===== config.mk =====
export PLATFORM = sky130hd
export DESIGN_NAME = mem_bus_ctrl
export DESIGN_NICKNAME = d
export VERILOG_FILES = /design/src/rtl/mem_bus_ctrl.sv
export SDC_FILE = /design/constraint.sdc
export NUM_CORES = 1
export LEC_CHECK = 0
export ABC_AREA = 1
export BUFFER_PORTS_ARGS = -buffer_cell sky130_fd_sc_hd__buf_2
export CORE_ASPECT_RATIO = 2
export CORE_MARGIN = 4
export CORE_UTILIZATION = 45
export DETAILED_ROUTE_END_ITERATION = 6
export PLACE_DENSITY = 0.7
export SYNTH_ARGS = -nofsm -noshare
export SYNTH_HDL_FRONTEND = slang
export SYNTH_SLANG_ARGS = --single-unit

===== constraint.sdc =====
create_clock -name i_clk -period 1.8 [get_ports i_clk]
set_input_delay 0.18 -clock i_clk [delete_from_list [all_inputs] [get_ports i_clk]]
set_output_delay 0.18 -clock i_clk [all_outputs]
set_load 0.02 [all_outputs]

===== src/rtl/mem_bus_ctrl.sv =====
// Memory-side bus stage: turns fetch/load/store strobes into byte-wide req/ack beats,
// owns IR and MDR. Optional per-beat ack timeout enabled by defining MEMIF_TIMEOUT_EN.
module mem_bus_ctrl #(
  parameter int ADDR_W      = 8,
  parameter int TIMEOUT_CYC = 64
) (
  input  logic              i_clk,
  input  logic              i_reset,
  input  logic              i_instrwrite,
  input  logic              i_iord,
  input  logic              i_memwrite,
  input  logic [ADDR_W-1:0] i_pc,
  input  logic [ADDR_W-1:0] i_aluout,
  input  logic [7:0]        i_wdata,
  output logic              o_stall,
  output logic [31:0]       o_instr,
  output logic [7:0]        o_mdr,
  output logic              o_bus_req,
  output logic              o_bus_we,
  output logic [ADDR_W-1:0] o_bus_addr,
  output logic [7:0]        o_bus_wdata,
  input  logic              i_bus_ack,
  input  logic [7:0]        i_bus_rdata,
  output logic              o_err
);

  localparam logic [2:0] ST_IDLE  = 3'd0;
  localparam logic [2:0] ST_FETCH = 3'd1;
  localparam logic [2:0] ST_LOAD  = 3'd2;
  localparam logic [2:0] ST_STORE = 3'd3;
  localparam logic [2:0] ST_DONE  = 3'd4;

  logic [2:0]        state_r;
  logic [1:0]        beat_r;
  logic [23:0]       shadow_r;
  logic [31:0]       instr_r;
  logic [7:0]        mdr_r;
  logic              req_r;
  logic              we_r;
  logic [ADDR_W-1:0] addr_r;
  logic [7:0]        wdata_r;

  logic fetch_cmd_s;
  logic store_cmd_s;
  logic load_cmd_s;
  logic cmd_any_s;
  logic ack_s;
  logic tmo_hit_s;
  logic stall_s;

  assign fetch_cmd_s = i_instrwrite;
  assign store_cmd_s = ~i_instrwrite & i_iord & i_memwrite;
  assign load_cmd_s  = ~i_instrwrite & i_iord & ~i_memwrite;
  assign cmd_any_s   = fetch_cmd_s | store_cmd_s | load_cmd_s;
  assign ack_s       = i_bus_ack & req_r;

  // Stall: combinational in IDLE so the controller freezes in the command cycle itself.
  always_comb begin
    stall_s = 1'b0;
    if (i_reset) begin
      stall_s = 1'b0;
    end else begin
      case (state_r)
        ST_IDLE:                      stall_s = cmd_any_s;
        ST_FETCH, ST_LOAD, ST_STORE:  stall_s = 1'b1;
        default:                      stall_s = 1'b0;
      endcase
    end
  end

`ifdef MEMIF_TIMEOUT_EN
  localparam int TMO_W = $clog2(TIMEOUT_CYC + 1);

  logic [TMO_W-1:0] tmo_cnt_r;
  logic             err_r;

  assign tmo_hit_s = req_r & ~i_bus_ack & (tmo_cnt_r == TMO_W'(TIMEOUT_CYC - 1));

  // Per-beat wait counter; restarts whenever a beat starts (req low or ack seen).
  always_ff @(posedge i_clk) begin
    if (i_reset) begin
      tmo_cnt_r <= {TMO_W{1'b0}};
      err_r     <= 1'b0;
    end else begin
      if (!req_r || i_bus_ack) begin
        tmo_cnt_r <= {TMO_W{1'b0}};
      end else begin
        tmo_cnt_r <= tmo_cnt_r + TMO_W'(1);
      end
      err_r <= err_r | tmo_hit_s;
    end
  end

  assign o_err = err_r;
`else
  assign tmo_hit_s = 1'b0;
  assign o_err     = 1'b0;
`endif

  // Access FSM, bus beat registers, IR/MDR and fetch shadow.
  always_ff @(posedge i_clk) begin
    if (i_reset) begin
      state_r  <= ST_IDLE;
      beat_r   <= 2'd0;
      shadow_r <= 24'd0;
      instr_r  <= 32'd0;
      mdr_r    <= 8'd0;
      req_r    <= 1'b0;
      we_r     <= 1'b0;
      addr_r   <= {ADDR_W{1'b0}};
      wdata_r  <= 8'd0;
    end else begin
      case (state_r)
        ST_IDLE: begin
          if (fetch_cmd_s) begin
            state_r <= ST_FETCH;
            req_r   <= 1'b1;
            we_r    <= 1'b0;
            addr_r  <= i_pc;
            wdata_r <= i_wdata;
            beat_r  <= 2'd0;
          end else if (store_cmd_s) begin
            state_r <= ST_STORE;
            req_r   <= 1'b1;
            we_r    <= 1'b1;
            addr_r  <= i_aluout;
            wdata_r <= i_wdata;
          end else if (load_cmd_s) begin
            state_r <= ST_LOAD;
            req_r   <= 1'b1;
            we_r    <= 1'b0;
            addr_r  <= i_aluout;
            wdata_r <= i_wdata;
          end else begin
            state_r <= ST_IDLE;
          end
        end
        ST_FETCH: begin
          if (tmo_hit_s) begin
            req_r   <= 1'b0;
            we_r    <= 1'b0;
            state_r <= ST_DONE;
          end else if (ack_s) begin
            // IR is only written on the last byte so it never holds a partial word.
            if (beat_r == 2'd3) begin
              instr_r <= {i_bus_rdata, shadow_r};
              req_r   <= 1'b0;
              state_r <= ST_DONE;
            end else begin
              case (beat_r)
                2'd0:    shadow_r[7:0]   <= i_bus_rdata;
                2'd1:    shadow_r[15:8]  <= i_bus_rdata;
                default: shadow_r[23:16] <= i_bus_rdata;
              endcase
              addr_r <= addr_r + ADDR_W'(1);
              beat_r <= beat_r + 2'd1;
            end
          end else begin
            state_r <= ST_FETCH;
          end
        end
        ST_LOAD: begin
          if (tmo_hit_s) begin
            req_r   <= 1'b0;
            state_r <= ST_DONE;
          end else if (ack_s) begin
            mdr_r   <= i_bus_rdata;
            req_r   <= 1'b0;
            state_r <= ST_DONE;
          end else begin
            state_r <= ST_LOAD;
          end
        end
        ST_STORE: begin
          if (tmo_hit_s || ack_s) begin
            req_r   <= 1'b0;
            we_r    <= 1'b0;
            state_r <= ST_DONE;
          end else begin
            state_r <= ST_STORE;
          end
        end
        ST_DONE: begin
          state_r <= ST_IDLE;
        end
        default: begin
          state_r <= ST_IDLE;
          req_r   <= 1'b0;
          we_r    <= 1'b0;
        end
      endcase
    end
  end

  assign o_stall     = stall_s;
  assign o_instr     = instr_r;
  assign o_mdr       = mdr_r;
  assign o_bus_req   = req_r;
  assign o_bus_we    = we_r;
  assign o_bus_addr  = addr_r;
  assign o_bus_wdata = wdata_r;

endmodule


-- Word-level counts from Yosys, hierarchy flattened
Index checks and enable logic that the tools add are counted.
- $add $sub $neg: 2
- equal/unequal tests: 14
- mux-type cells: 34
- bitwise operators: 12
- reductions and logical operators: 18
- operator list (operator ; count):
    $mux 8 ; 8
    $reduce_and 4->1 ; 5
    $pmux 8 s2 ; 1
    $mux 2 ; 6
    $mux 3 ; 4
    $pmux 3 s4 ; 1
    $mux 1 ; 10
    $ne 2x2->1 const B ; 5
    $add 8x1->8 const B ; 1
    $eq 3x2->1 const B ; 2
    $not 1->1 ; 6
    $reduce_and 3->1 ; 2
    $reduce_or 3->1 ; 2
    $reduce_and 5->1 ; 1
    $and 1x1->1 ; 4
    $ne 4x4->1 const B ; 1
    $pmux 1 s4 ; 1
    $pmux 2 s2 ; 1
    $reduce_and 2->1 ; 2
    $reduce_or 2->1 ; 2
    $eq 3x1->1 const B ; 1
    $eq 3x3->1 const B ; 1
    $logic_not 3->1 ; 1
    $ne 3x3->1 const B ; 1
    other kinds (10) ; 11
- bits in registers: 87
- output and inout bits: 60
- word-level logic and storage cells: 91

-- Longest topological paths before layout
- word-level depth: 7
- mapped depth: 9
- depth with buffers taken out: 8

-- Worst setup path after synthesis
OpenSTA, ideal clock, no wires.
- path type: register to output
- start point: register state_r[1]
- end point: output o_stall
- arrival time: 1301 ps
- data required time: 1620 ps
- setup slack: 319 ps
- cell stages (with the launch flop): 6
- buffers on the path: 0
- path through: dfxtp_1 -> nor2_1 -> nand2_1 -> inv_1 -> nand2_1 -> a21oi_1
- cells in the longest elaborated chain, start to end: 4
- elaborated cells on any way between the ends: 7
- RTL lines (element ; RTL line ; text):
    from (decl) ; 33 ; logic [2:0] state_r;
    from (signal assigned) ; 103 ; state_r <= ST_IDLE;
    from (signal assigned) ; 116 ; state_r <= ST_FETCH;
    from (signal assigned) ; 123 ; state_r <= ST_STORE;
    $eq 3x2->1 or $eq 3x1->1 (tied branches) ; 63 ; case (state_r)
    $reduce_or 3->1 ; 63 ;
    $pmux 1 s2 * ; 63 ;
    $mux 1 * ; 60 ; if (i_reset) begin
    to (decl) ; 15 ; output logic o_stall,
Mark *: on every way between the ends. The rest lies on a longest branch, timed or not.

-- Worst setup path in the final report
Same ends and word-level chain as after synthesis.

==> impl_metrics.csv <==
group,metric,value,unit
power_and_ir_drop,p_per_area,1080,nW/um^2
drt,dr.pass1.iters,4,
final_layout,layout-drive-gt1-share,21.7,%
status,result_of_the_run,"finished, final reports clean",
setup_path,timing.critical_path.fanout_max,7,
global_route,grt_pass1_vias,3368,
clocking,worst_skew_pair.late_latency,330,ps
floorplan,design.die.area,9730,um^2
yosys,postSynthRegisterBits,87,
placed_design,port_buffers,96,
drt,detailroute.via_count,3590,
placed_design,place_inst,702,
clocking,post_cts_resize_count,1,
drt,drcViolationCount,0,
sta,timing.final.max_slew_violations,0,
sta,timing_hold_violations_final,0,
setup_path,path_class,"reg2out",
job,cap_violations,0,
floorplan,floorplan.rows,46,
sta,final_period_minus_worst_setup_slack,1660,ps
placed_design,gp_congestion,0.867,
global_route,grt_start_max_net_pins,76,
clocking,cts.clk_slew.worst_paths,60,ps
floorplan,die_w,71.8,um
sta,timing.setup.tns,0,ps
yosys,synth_top_cell_by_area,"sky130_fd_sc_hd__dfxtp_1",
placed_design,place.detailed.hpwl,7080,um
setup_path,cp-end-kind,"primary output",
setup_path,worstPathArrival,1480,ps
clocking,max-clock-path-buffers,2,
sta,timing.fmax,0.604,GHz
drt,drt_wl_total,9760,um
floorplan,top_ports,98,
clocking,ctsHoldBuffers,0,
final_layout,area_delta_synth_final,25.4,%
setup_path,worst_path_most_repeated_cell,"sky130_fd_sc_hd__nand2_1",
yosys,yosysSeqAreaShare,47.6,%
final_layout,final_common_cell,"sky130_fd_sc_hd__nor2_1",
floorplan,fp.coreArea,7940,um^2
global_route,grt.total_usage,20.7,%
yosys,ys_types,27,
yosys,yosys-top-cells-area,"sky130_fd_sc_hd__dfxtp_1 48%, sky130_fd_sc_hd__nor2_1 14%, sky130_fd_sc_hd__o21ai_0 9.3%",
global_route,global_route.overflow_total,0,
setup_path,path_cells,"nor2_4 -> nand2_1 -> inv_1 -> nand2_1 -> a21oi_1 -> buf_2",
global_route,grt.met3_usage,3.34,%
clocking,cts_buffers,9,
drt,routedWlPerCell,13.6,um
yosys,synth_cells,519,
floorplan,die_y,136,um
yosys,synth.cell_area,3660,um^2
sta,final_worst_path_cycle_share,92.0,%
clocking,clock_sinks,87,
global_route,grt_pass1_wl,15800,um
final_layout,finish.cell_count_without_fillers,717,
power_and_ir_drop,power.static_leakage,0.00233,uW
global_route,grt_antenna_before_repair,0,
drt,routed_via_density,5.01,
setup_path,critPathRequiredTime,1620,ps
worst_hold_path,timing.hold.worst.class,"in2reg",
yosys,yosysWarnings,0,
setup_path,crit_family,"flip-flops",
clocking,cts-root-buf,"sky130_fd_sc_hd__clkbuf_16",
floorplan,initial_utilization,46.1,%
setup_path,path_buf_inv,2,
global_route,use_met1,21.7,%
final_layout,num_antenna_cells,0,
yosys,syn-num-nets,562,
setup_path,setup.worst_path.start_class,"register",
drt,drtAntennaViolNets,0,
clocking,post_cts_buffers,0,
yosys,postSynthAreaPerCell,7.05,um^2
final_layout,mostFrequentLayoutCells,"135 x sky130_fd_sc_hd__nor2_1, 96 x sky130_fd_sc_hd__buf_2, 87 x sky130_fd_sc_hd__dfxtp_1",
clocking,tritoncts,"done",
power_and_ir_drop,vdd.ir_drop.worst,0.571,mV
setup_path,crit_path_top_delay_cell,"sky130_fd_sc_hd__dfxtp_1",
yosys,synth_top_cell_area_share,47.6,%
clocking,cts_htree_levels,3,
setup_path,slowest_delay,390,ps
sta,clock_skew,6.02,ps
sta,setup_viol,0,
global_route,globalRoute.busiestLayer,"met2",
global_route,met2_usage,39.0,%
sta,rsz_0062_raised_after_global_routing,"false",
final_layout,nets,660,
drt,drt_iter0_markers,252,
==> cells in the mapped netlist <==
| library cell | n |
|---|---|
| sky130_fd_sc_hd__a21oi_1 | 28 |
| sky130_fd_sc_hd__nor3_4 | 1 |
| sky130_fd_sc_hd__o211ai_1 | 1 |
| sky130_fd_sc_hd__nand2_2 | 1 |
| sky130_fd_sc_hd__nor3_1 | 8 |
| sky130_fd_sc_hd__ha_1 | 5 |
| sky130_fd_sc_hd__nor2_4 | 1 |
| sky130_fd_sc_hd__conb_1 | 1 |
| sky130_fd_sc_hd__clkbuf_1 | 9 |
| sky130_fd_sc_hd__a21oi_2 | 1 |
| sky130_fd_sc_hd__nand3_2 | 2 |
| sky130_fd_sc_hd__nand3_1 | 32 |
| sky130_fd_sc_hd__or2_2 | 1 |
| sky130_fd_sc_hd__nor2_2 | 2 |
| sky130_fd_sc_hd__nor2_1 | 136 |
| sky130_fd_sc_hd__inv_1 | 31 |
| sky130_fd_sc_hd__buf_2 | 12 |
| sky130_fd_sc_hd__inv_2 | 2 |
| sky130_fd_sc_hd__nand2_1 | 83 |
| sky130_fd_sc_hd__dfxtp_1 | 87 |
| sky130_fd_sc_hd__buf_4 | 1 |
| sky130_fd_sc_hd__o21ai_2 | 1 |
| sky130_fd_sc_hd__and2_1 | 1 |
| sky130_fd_sc_hd__nor4_1 | 1 |
| sky130_fd_sc_hd__nand4_1 | 1 |
| sky130_fd_sc_hd__clkinv_1 | 2 |
| sky130_fd_sc_hd__o21ai_0 | 68 |
==> cell families (layout without fill, tap and decap cells) <==
kind of cell | Yosys count | in the layout | synth area share [%]
AND/OR/NAND/NOR | 270 | 270 | 30.4
AO/OA/AOI/OAI | 99 | 99 | 13.8
flip-flops | 87 | 87 | 47.6
buffers and inverters | 57 | 159 | 6.36
adder cells (fa/ha/maj) | 5 | 5 | 1.71
other | 1 | 1 | 0.102
==> final timing paths <==
kind                      startpoint                           to  slack, ps  cells after the start
max          state_r[1]$_SDFFE_PP0P_                      o_stall        140                      6
min                       i_wdata[3]  o_bus_wdata[3]$_SDFFE_PP0P_        120                      3
max reg2reg  state_r[2]$_SDFFE_PP0P_     shadow_r[2]$_SDFFE_PP0P_        180                      8
min reg2reg    o_mdr[1]$_SDFFE_PP0P_        o_mdr[1]$_SDFFE_PP0P_        440                      2
==> metal layers <==
metal  wire [um]  vias to the layer above
met4         300                        0
met3         364                       25
met5           0                        -
met2        5390                       99
li1            -                     1861
met1        3700                     1605
==> state kept, by name (all words and copies together) (netlist names) <==
name	cells
beat_r	2
o_bus_addr	8
o_bus_req	1
o_bus_wdata	8
o_bus_we	1
o_instr	32
o_mdr	8
shadow_r	24
state_r	3
==> tightest hold or removal path, delay by kind of cell <==
kind                   cells  cell delay [ps]
buffers and inverters      1              100
and+or+nand+nor            1               70
AOI/OAI and AO/OA          1               60
==> stage by stage <==
step / utilization [%] / hold WS [ps] / total power, uW / area (um^2) / setup WS (ps)
2_1_floorplan: - / 315 / 2710 / 3660 / 319
3_3_place_gp: 53.7 / 432 / 2990 / 4270 / 223
3_5_place_dp: 53.7 / 434 / 3010 / 4270 / 212
4_1_cts: 57.7 / 106 / 4960 / 4590 / 68.7
5_1_grt: 57.8 / 112 / 5190 / 4590 / 16.3
6_report: 57.8 / 116 / 4940 / 4590 / 144
==> where the power goes <==
| group | switching [uW] | internal (uW) |
|---|---|---|
| logic | 555 | 299 |
| clock network | 717 | 1250 |
| registers | 92.7 | 2030 |
| total | 1360 | 3570 |
==> layout make-up <==
class / instances / area (um^2)
Multi-Input combinational cell: 375 / 1690
Fill cell: 764 / 3350
Tap cell: 96 / 120
Clock buffer: 12 / 246
Clock inverter: 3 / 67.6
Inverter: 35 / 131
Sequential cell: 87 / 1740
Timing Repair Buffer: 109 / 591
No activity file was read; power rests on OpenSTA's default activity.
